==> src/rtl/matrix_result_streamer.sv <==
// -----------------------------------------------------------------------------
// matrix_result_streamer
//
// Purpose:
//   Captures one complete C matrix from the matrix multiplier on a single-cycle
//   valid_i pulse. It then replays that matrix one element per beat on a
//   valid/ready stream. Each beat carries the element's row/column tags, and
//   the final beat of the matrix is flagged with m_last_o.
//
//   The block holds a single matrix buffer. A new matrix is accepted only
//   while the buffer is idle. A valid_i pulse that arrives while a matrix is
//   still being streamed is dropped, and the sticky overflow_o flag is set.
//   overflow_o is cleared only by reset.
//
// Configuration:
//   MATRIX_STREAMER_COLUMN_MAJOR_EN
//     Defined:   elements are emitted in column-major order.
//     Undefined: elements are emitted in row-major order (default).
//   In both orders the tags give the element's true (row, col) position, and
//   m_last_o marks element (A_ROWS-1, B_COLUMNS-1).
//
// Ports:
//   clk_i       in   clock; all logic is on the rising edge
//   reset_i     in   synchronous active-high reset
//   valid_i     in   a matrix is present on c_i this cycle
//   c_i         in   N elements; element (r,c) is at index r*B_COLUMNS+c
//   ready_o     out  buffer idle; a valid_i this cycle is captured
//   overflow_o  out  sticky; a matrix was dropped
//   m_valid_o   out  stream beat valid
//   m_ready_i   in   sink accepts the beat
//   m_data_o    out  element value
//   m_row_o     out  row index of the beat
//   m_col_o     out  column index of the beat
//   m_last_o    out  final beat of the matrix
// -----------------------------------------------------------------------------
module matrix_result_streamer #(
  parameter  int C_DATA_WIDTH = 18,
  parameter  int A_ROWS       = 8,
  parameter  int B_COLUMNS    = 5,
  localparam int N            = A_ROWS * B_COLUMNS,
  localparam int RW           = (A_ROWS > 1) ? $clog2(A_ROWS) : 1,
  localparam int CW           = (B_COLUMNS > 1) ? $clog2(B_COLUMNS) : 1
) (
  input  logic                    clk_i,
  input  logic                    reset_i,
  input  logic                    valid_i,
  input  logic [C_DATA_WIDTH-1:0] c_i [0:N-1],
  output logic                    ready_o,
  output logic                    overflow_o,
  output logic                    m_valid_o,
  input  logic                    m_ready_i,
  output logic [C_DATA_WIDTH-1:0] m_data_o,
  output logic [RW-1:0]           m_row_o,
  output logic [CW-1:0]           m_col_o,
  output logic                    m_last_o
);

  localparam int          IW      = (N > 1) ? $clog2(N) : 1;
  localparam logic [RW-1:0] ROW_MAX = RW'(A_ROWS - 1);
  localparam logic [CW-1:0] COL_MAX = CW'(B_COLUMNS - 1);

  typedef enum logic {
    IDLE   = 1'b0,
    STREAM = 1'b1
  } state_t;

  state_t                  state_q, state_d;
  logic [RW-1:0]           row_q, row_d;
  logic [CW-1:0]           col_q, col_d;
  logic [C_DATA_WIDTH-1:0] data_q, data_d;
  logic                    last_q, last_d;
  logic                    overflow_q, overflow_d;
  logic                    capture_en;
  logic [RW-1:0]           nxt_row;
  logic [CW-1:0]           nxt_col;

  // Matrix buffer. It is deliberately not reset, because its contents are
  // only read after a capture has written them.
  logic [C_DATA_WIDTH-1:0] mem_q [0:N-1];

  function automatic logic [IW-1:0] elem_idx(input logic [RW-1:0] r,
                                             input logic [CW-1:0] c);
    return IW'(r) * IW'(B_COLUMNS) + IW'(c);
  endfunction

  always_comb begin
    state_d    = state_q;
    row_d      = row_q;
    col_d      = col_q;
    data_d     = data_q;
    last_d     = last_q;
    capture_en = 1'b0;
    nxt_row    = row_q;
    nxt_col    = col_q;
    // Any matrix that arrives while the buffer is busy is lost.
    overflow_d = overflow_q | (valid_i & (state_q == STREAM));

    case (state_q)
      IDLE: begin
        if (valid_i) begin
          capture_en = 1'b1;
          state_d    = STREAM;
          row_d      = '0;
          col_d      = '0;
          // The first beat is presented in the cycle right after capture.
          // Its data therefore comes straight from c_i, not from the buffer.
          data_d     = c_i[0];
          last_d     = (N == 1);
        end
      end

      STREAM: begin
        if (m_ready_i) begin
          if (last_q) begin
            // Return all output registers to their idle/reset values.
            state_d = IDLE;
            row_d   = '0;
            col_d   = '0;
            data_d  = '0;
            last_d  = 1'b0;
          end else begin
`ifdef MATRIX_STREAMER_COLUMN_MAJOR_EN
            if (row_q == ROW_MAX) begin
              nxt_row = '0;
              nxt_col = col_q + 1'b1;
            end else begin
              nxt_row = row_q + 1'b1;
            end
`else
            if (col_q == COL_MAX) begin
              nxt_col = '0;
              nxt_row = row_q + 1'b1;
            end else begin
              nxt_col = col_q + 1'b1;
            end
`endif
            row_d  = nxt_row;
            col_d  = nxt_col;
            // Look ahead one element so that the data output stays registered.
            data_d = mem_q[elem_idx(nxt_row, nxt_col)];
            last_d = (nxt_row == ROW_MAX) && (nxt_col == COL_MAX);
          end
        end
      end

      default: state_d = IDLE;
    endcase
  end

  always_ff @(posedge clk_i) begin
    if (reset_i) begin
      state_q    <= IDLE;
      row_q      <= '0;
      col_q      <= '0;
      data_q     <= '0;
      last_q     <= 1'b0;
      overflow_q <= 1'b0;
    end else begin
      state_q    <= state_d;
      row_q      <= row_d;
      col_q      <= col_d;
      data_q     <= data_d;
      last_q     <= last_d;
      overflow_q <= overflow_d;
    end
  end

  // The buffer write is harmless during reset: the state stays IDLE, so the
  // written contents are never streamed.
  always_ff @(posedge clk_i) begin
    if (capture_en) begin
      for (int k = 0; k < N; k++) begin
        mem_q[k] <= c_i[k];
      end
    end
  end

  assign ready_o    = (state_q == IDLE);
  assign m_valid_o  = (state_q == STREAM);
  assign overflow_o = overflow_q;
  assign m_data_o   = data_q;
  assign m_row_o    = row_q;
  assign m_col_o    = col_q;
  assign m_last_o   = last_q;

endmodule

==> config.mk <==
export PLATFORM = sky130hd
export DESIGN_NAME = matrix_result_streamer
export DESIGN_NICKNAME = d
export VERILOG_FILES = /design/src/rtl/matrix_result_streamer.sv
export SDC_FILE = /design/constraint.sdc
export NUM_CORES = 1
export LEC_CHECK = 0
export CAP_MARGIN = 20
export CORE_AREA = 2 2 295 297
export CTS_CLUSTER_SIZE = 28
export DETAILED_ROUTE_END_ITERATION = 10
export DIE_AREA = 0 0 297 299
export DONT_BUFFER_PORTS = 1
export GPL_ROUTABILITY_DRIVEN = 0
export PLACE_DENSITY = 0.51
export SYNTH_ARGS = -nofsm -noshare
export SYNTH_HDL_FRONTEND = slang
export SYNTH_SLANG_ARGS = --single-unit
==> constraint.sdc <==
create_clock -name clk_i -period 23.9 [get_ports clk_i]
set_input_delay 4.78 -clock clk_i [delete_from_list [all_inputs] [get_ports clk_i]]
set_output_delay 4.78 -clock clk_i [all_outputs]
set_load 0.02 [all_outputs]
==> summary.md, run 1 <==
| Metric | Value |
|---|---|
| Slew at the pin closest to its max-slew limit | 1264 ps |
| Number of placed I/O pins | ~750 |
| Width of the chip | about 300 µm |
| Post-DP HPWL | between 80 and 90 mm |
| Count of nets left with antenna violations after detail routing | 0 |
| Reg clk slew, reported paths | 50 ps |
| Synth unique cells | 66 |
| Area share of the largest cell type after synthesis | between 60 and 70% |
| Drt wl/cell | around 34 µm |
| Clock Skew | about 21 ps |
| Antenna violations before repair | 55 |
| Worst vdd rail ir drop | 0.06150 mV |
| Proportion of register bits with asynchronous set or reset after synthesis | 0% |
| Share of total power in combinational logic | 6.1% |
| Flops & latches, synth | 747 |
| Synth Net Count | 2,959 |
| Final min period | around 9000 ps |
| Setup tns final | 0 ps |
| FP Rows | 108 |
| Global-route wire length before repair | approximately 160 mm |
| Maximum number of pins on one net before global-route repair | between 150 and 200 |
| Final worst slack | 14,900 ps |
| Largest fanout of any net on the critical path | 183 |
| Pins over their slew limit | 0 |
| Die Area | 88,800 µm² |
| All-layer global routing usage | 25.67% |
| Postcts setup bufs | 0 |
| Main synth FF type | sky130_fd_sc_hd__edfxtp_1 |
| Number of buffers created by CTS | 82 |
| Global route total overflow | 0 |
| Internal cell power | between 2000 and 2500 µW |
| Post-route DRC | 0 |
| Clock network power share | 40.6% |
| Number of buffer cells added on primary ports | 0 |
| Nets | between 2,000 and 3,000 |
| TritonCTS sink count | 747 |
| Clock Tree Buf Depth | 3 |
| Endpoints failing hold | 0 |
| Worst setup slack for register-to-register paths | roughly 18,000 ps |
| Number of failing setup endpoints in the final timing report | 0 |
| Most frequent cell on the critical path | sky130_fd_sc_hd__buf_4 |
| Final clock period utilization by the worst path | 37.64% |
| Number of maximum-capacitance violations | 0 |
| Synth top cells by count | sky130_fd_sc_hd__edfxtp_1, sky130_fd_sc_hd__nand2_1, sky130_fd_sc_hd__mux2i_1 |
| Arrival time at the worst endpoint | 9280 ps |
| Via count of the first global-routing pass | roughly 20,000 |
| Clock tree from TritonCTS | yes |
| Data required time of the worst path | about 24,000 ps |
| Clock Tree Root | sky130_fd_sc_hd__clkbuf_16 |
| 1st-pass router iterations | 6 |
| Mean post-synth cell area | 14.13 µm² |
| Initial Utilization | 36.55% |
| Sw Ratio | 23.73% |
| Critical-path cell with the highest stage delay | sky130_fd_sc_hd__buf_4 |
| Relative slew slack | 15.74% |
| RSZ-0062 raised after global routing | no |
| Number of instances resized during post-cts repair | 0 |
| Clock latency reported for the late side of the worst-skew pair | between 600 and 700 ps |
| Share of total power in sequential cells | 53.3% |
| Total length of routed wires | 117.3 mm |
| Status | finished, final reports clean |
| Worst slack at placement | ~14,000 ps |
| Vertical die dimension | 299 µm |
| List of cells traversed by the critical path | nand2_1, buf_4, inv_8, buf_4, buf_4, buf_12, buf_4 |
| Library cell occupying the most area in the post-synthesis netlist | sky130_fd_sc_hd__edfxtp_1 |
| Count of routing violations after the opening detailed-route iteration | approximately 2,200 |
| Top cells by area in the synthesized netlist | sky130_fd_sc_hd__edfxtp_1, sky130_fd_sc_hd__nand2_1, sky130_fd_sc_hd__mux2i_1, sky130_fd_sc_hd__mux4_2, sky130_fd_sc_hd__dfxtp_1 |
| CP Launch Type | input port |
| CTS H-tree depth | 3 |
| Post-Syn Area | about 31,000 µm² |
| Cell with the most instances after synthesis | sky130_fd_sc_hd__edfxtp_1 |
| Type of the worst setup path | in -> reg |
| Vias/cell | 5.793 |
| Min-Delay Path Class | reg -> reg |
| Quantity of hold-fixing buffers added after cts | 0 |
| Post-synth EDFFs | a little over 700 |
| DR vias | approximately 20,000 |
| Synthesis-to-finish area growth | 12.52% |
| Maximum clock frequency | 111.2 MHz |
| Fraction of final layout cells sized beyond drive strength 1 | between 10% and 20% |
| Critical path capture point type | flip-flop |
| Pwr dens | 83.79 nW/µm² |
| Number of warnings issued by yosys | 0 |
| Static leakage | ~0.012 µW |
| Placeable core region | 85,940 µm² |
| Fraction of the yosys area taken by sequential cells | 70.55% |
| Delay of the slowest cell on the worst path | 850 ps |
| Reported net switching power | 702.8 µW |
| Number of instances in the synthesized netlist | 2,223 |
## stage by stage
stage / power (µW) / utilization, % / hold WS [ps] / cell area, µm² / instances
finish: 2961 / 41.12 / 649.6 / 35340 / 3466
global route: 3052 / 41.05 / 703.5 / 35280 / 3442
CTS: 2981 / 40.97 / 663.0 / 35210 / 3422
detailed placement: 1783 / 38.02 / 652.9 / 32680 / 3272
global placement: 1778 / 38.01 / 664.1 / 32670 / 3272
floorplan: 1764 / - / 571.1 / 31410 / 2223
## critical path: cells and delay by family
family / cells / cell delay, ps
buf+inv: 6 / 3990
simple gates: 1 / 70
## power groups by stage
stage	combinational (µW)	clock [µW]	sequential, µW
detailed placement	179	0	1600
global route	195	1270	1580
finish	180	1200	1580
CTS	180	1220	1580
floorplan	123	0	1640
global placement	176	0	1600
## flip-flops by register name, summed over array words and instances, names as in the netlist
signal,count
m_col_o,3
m_valid_o,1
m_last_o,1
m_data_o,18
m_row_o,3
overflow_o,1
mem_q,720
## worst paths after layout
check | start | end | cells after the start
setup / recovery | valid_i | mem_q[30][0] | 7
hold / removal | overflow_o | overflow_o | 2
setup reg to reg | m_col_o[0] | m_data_o[3] | 18
hold reg to reg | overflow_o | overflow_o | 2
## routing by layer
metal / wire length, µm / share of wire [%] / track usage (%)
met1: 45730 / 39 / 32.17
met2: 58440 / 50 / 43.12
met3: 10000 / 8.5 / 7.096
met4: 2994 / 2.6 / 8.249
met5: 181 / 0.15 / 0
## area by class of cell
| class | instances | area [µm²] |
|---|---|---|
| multi-input cells | 1315 | 8656 |
| well taps | 1155 | 1445 |
| clock inverters | 49 | 387.9 |
| inverters | 13 | 56.30 |
| repair buffers | 43 | 380.4 |
| fillers | 7974 | 50600 |
| diodes | 43 | 107.6 |
| clock buffers | 101 | 2145 |
| flip-flops and latches | 747 | 22170 |
## cells by family (layout without fill, tap and decap cells)
logic type	count (synthesis)	after routing	share of synthesized area [%]
other cells	0	43	0
fa+ha+maj	12	12	0.5019
buf+inv	161	206	2.259
xor+xnor	8	8	0.2828
simple gates	640	640	8.867
compound gates	466	466	10.01
flops	747	747	70.55
mux	189	189	7.521
## placed cells by master (no fill, tap or decap), drive strengths merged, types with 67 or more instances in the layout
master,synthesis,final
mux2i,119,119
clkbuf,76,101
edfxtp,720,720
a21oi,104,104
nor2,94,94
nand2,353,353
nand3,72,72
o21ai,72,72
a31oi,67,67
Note: power is estimated with default switching activity, not from simulation.
==> run 2: changes to the inputs <==
- CORE_AREA: 2 2 295 297 -> 2 2 292 294
- DIE_AREA: 0 0 297 299 -> 0 0 294 296
- PLACE_DENSITY: 0.51 -> 0.53
- clock period: 23.9 -> 8.01 ns (I/O delays scaled with it)
==> run 2 against run 1 <==
Effect of this change: register-to-register slack lost 16000 ps; sequential share of layout area shrank 0.71 points; via count is 1.1% higher; combinational power rose to 3.1 times the previous value; worst hold slack worse by 34 ps; critical path type is now reg -> reg; power rose to 3.2 times the previous value; clock power increased to 3.5 times the previous value; first-iteration DRC count increased by 3.1%; largest cell class unchanged; clock skew up 2.2 ps; sequential power increased to 3.0 times the previous value; global-route usage is 1.4 points higher.
==> summary.md, run 2 (synthesis results as in run 1) <==
| Metric | Value |
|---|---|
| CTS H-tree depth | 3 (unchanged) |
| Status | finished, final reports clean |
| Count of nets left with antenna violations after detail routing | 0 (unchanged) |
| Setup tns final | 0 ps (unchanged) |
| Via count of the first global-routing pass | 19,780 (-0.030%) |
| FP Rows | 107 (-0.93%) |
| Clock Skew | 23.34 ps (+2.242 ps) |
| Relative slew slack | 15.02% (-0.72 points) |
| Cell family with most CP delay | simple AND/OR/NAND/NOR gates |
| Worst slack at placement | 1729 ps (-12,600 ps) |
| Critical-path cell with the highest stage delay | sky130_fd_sc_hd__nor4_1 |
| Pwr dens | 263.9 nW/µm² (+220%) |
| TritonCTS sink count | 747 (unchanged) |
| Slew at the pin closest to its max-slew limit | 1275 ps (+10.81 ps) |
| List of cells traversed by the critical path | inv_1, ha_1, nand2_1, mux2i_1, inv_1, ha_1, ha_4, clkinv_2, nor4_1, a21oi_1, o21ai_0, nor3_1, or4_1, a41oi_1 |
| Fraction of final layout cells sized beyond drive strength 1 | 12.17% (+0.92 points) |
| Min-Delay Path Class | reg -> reg |
| Post-route DRC | 0 (unchanged) |
| Global route total overflow | 0 (unchanged) |
| CP Launch Type | flip-flop |
| Critical path capture point type | flip-flop |
| RSZ-0062 raised after global routing | no |
| Number of buffer cells added on primary ports | 0 (unchanged) |
| Maximum clock frequency | 161.6 MHz |
| Number of failing setup endpoints in the final timing report | 0 (unchanged) |
| Pins over their slew limit | 0 (unchanged) |
| First element of the critical path | m_col_o[0] |
| Placeable core region | 84,210 µm² (-2.0%) |
| Data required time of the worst path | 8600 ps (-15,580 ps) |
| Most used cells in the layout excluding fill and tap cells | sky130_fd_sc_hd__edfxtp_1, sky130_fd_sc_hd__nand2_1, sky130_fd_sc_hd__mux2i_1, sky130_fd_sc_hd__a21oi_1, sky130_fd_sc_hd__nor2_1 |
| Postcts setup bufs | 0 (unchanged) |
| Nets | 2,944 (+0.20%) |
| Vias/cell | 5.955 (+2.8%) |
| Delay of the slowest cell on the worst path | 1020 ps (+170 ps) |
| Worst vdd rail ir drop | 0.1748 mV (+180%) |
| Total length of routed wires | 121.4 mm (+3.5%) |
| Reg clk slew, reported paths | 60 ps (about the same) |
| DR vias | 20,310 (+1.1%) |
| Final worst slack | 1823 ps (-13,080 ps) |
| Number of instances resized during post-cts repair | 0 (unchanged) |
| Maximum number of pins on one net before global-route repair | 199 (+8.2%) |
| Antenna violations before repair | 65 (+18%) |
| Global-route wire length before repair | 161.9 mm (+2.1%) |
| Final clock period utilization by the worst path | 77.24% |
| Drt wl/cell | 35.61 µm (+5.2%) |
| Post-DP HPWL | 88.38 mm (+4.3%) |
| Die Area | 87,020 µm² (-2.0%) |
| Number of buffers created by CTS | 84 (+2.4%) |
| Number of maximum-capacitance violations | 0 (unchanged) |
| Number of flip-flops in the largest register | 720 (unchanged) |
| Placed Cells incl. Taps | 3,212 (-1.8%) |
| Clock Tree Root | sky130_fd_sc_hd__clkbuf_16 |
| Endpoints failing hold | 0 (unchanged) |
| Clock Tree Buf Depth | 3 (unchanged) |
| Synthesis-to-finish area growth | 13.80% |
| All-layer global routing usage | 27.08% (+1.4 points) |
| Number of placed I/O pins | 752 (unchanged) |
| Count of routing violations after the opening detailed-route iteration | 2,319 (+3.1%) |
| Arrival time at the worst endpoint | 6770 ps (-2510 ps) |
| Hold_ws | 615.9 ps (-33.68 ps) |
| Most common cell after layout, fill and taps aside | sky130_fd_sc_hd__edfxtp_1 |
| Vertical die dimension | 296 µm (-1.0%) |
| Initial Utilization | 37.30% (+0.75 points) |
| Clock latency reported for the late side of the worst-skew pair | 680 ps (about the same) |
| Bufs and invs on worst path | 3 (-3) |
| Width of the chip | 294 µm (-1.0%) |
| Register with the most flip-flops | mem_q |
| Final cell count without fillers | 3,410 (-1.6%) |
| Design Power | 9434 µW (+220%) |
| Largest fanout of any net on the critical path | 65 (-64%) |
| Type of the worst setup path | reg -> reg |
| Quantity of hold-fixing buffers added after cts | 0 (unchanged) |
| Static leakage | 0.01189 µW (+1.9%) |
| Clock tree from TritonCTS | yes |
| Final min period | 6187 ps |
| Launch instance of the worst min-delay path | overflow_o |
| Reg2reg start | m_col_o[0] |
| 1st-pass router iterations | 6 (unchanged) |
## run 2: metrics by stage
step / instance area [µm²] / util, %
2_1_floorplan: 31440 / -
3_3_place_gp: 32660 / 38.79
3_5_place_dp: 32680 / 38.80
4_1_cts: 35640 / 42.32
5_1_grt: 35680 / 42.37
6_report: 35750 / 42.45
## run 2: worst paths after layout
kind                                    end  slack [ps]  depth (start not counted)
worst max register to register  m_data_o[4]        1820                         14
worst max-delay path            m_data_o[4]        1820                         14
worst min register to register   overflow_o         620                          2
worst min-delay path             overflow_o         620                          2
## run 2: power by group
part           internal, µW  switching (µW)  leakage (µW)
clock                  2460            1690       0.00142
sequential             4590             134       0.00711
combinational           161             396       0.00335
total                  7210            2220        0.0119
## run 2: final cells by class
type	instances	area, µm²
repair buffers	47	430.4
flip-flops and latches	747	22170
fillers	7568	48460
diodes	43	107.6
clock buffers	102	2232
inverters	13	53.80
multi-input cells	1315	8662
clock inverters	53	730.7
well taps	1090	1364
## run 2: worst register-to-register path, delay by kind of cell (launching register included)
family,cells,cell delay (ps)
AOI/OAI and AO/OA,3,560
muxes,1,280
adders and majority gates,3,1540
buffers and inverters,3,1150
DFF,1,600
and+or+nand+nor,4,1980
## run 2: layer usage
| layer | GRT usage, % | up-vias | routed length (µm) |
|---|---|---|---|
| met2 | 44.68 | 1093 | 59140 |
| met3 | 8.379 | 221 | 11100 |
| met1 | 34.20 | 10230 | 47670 |
| met5 | 0 | - | 272 |
| li1 | - | 8725 | - |
| met4 | 8.201 | 40 | 3236 |
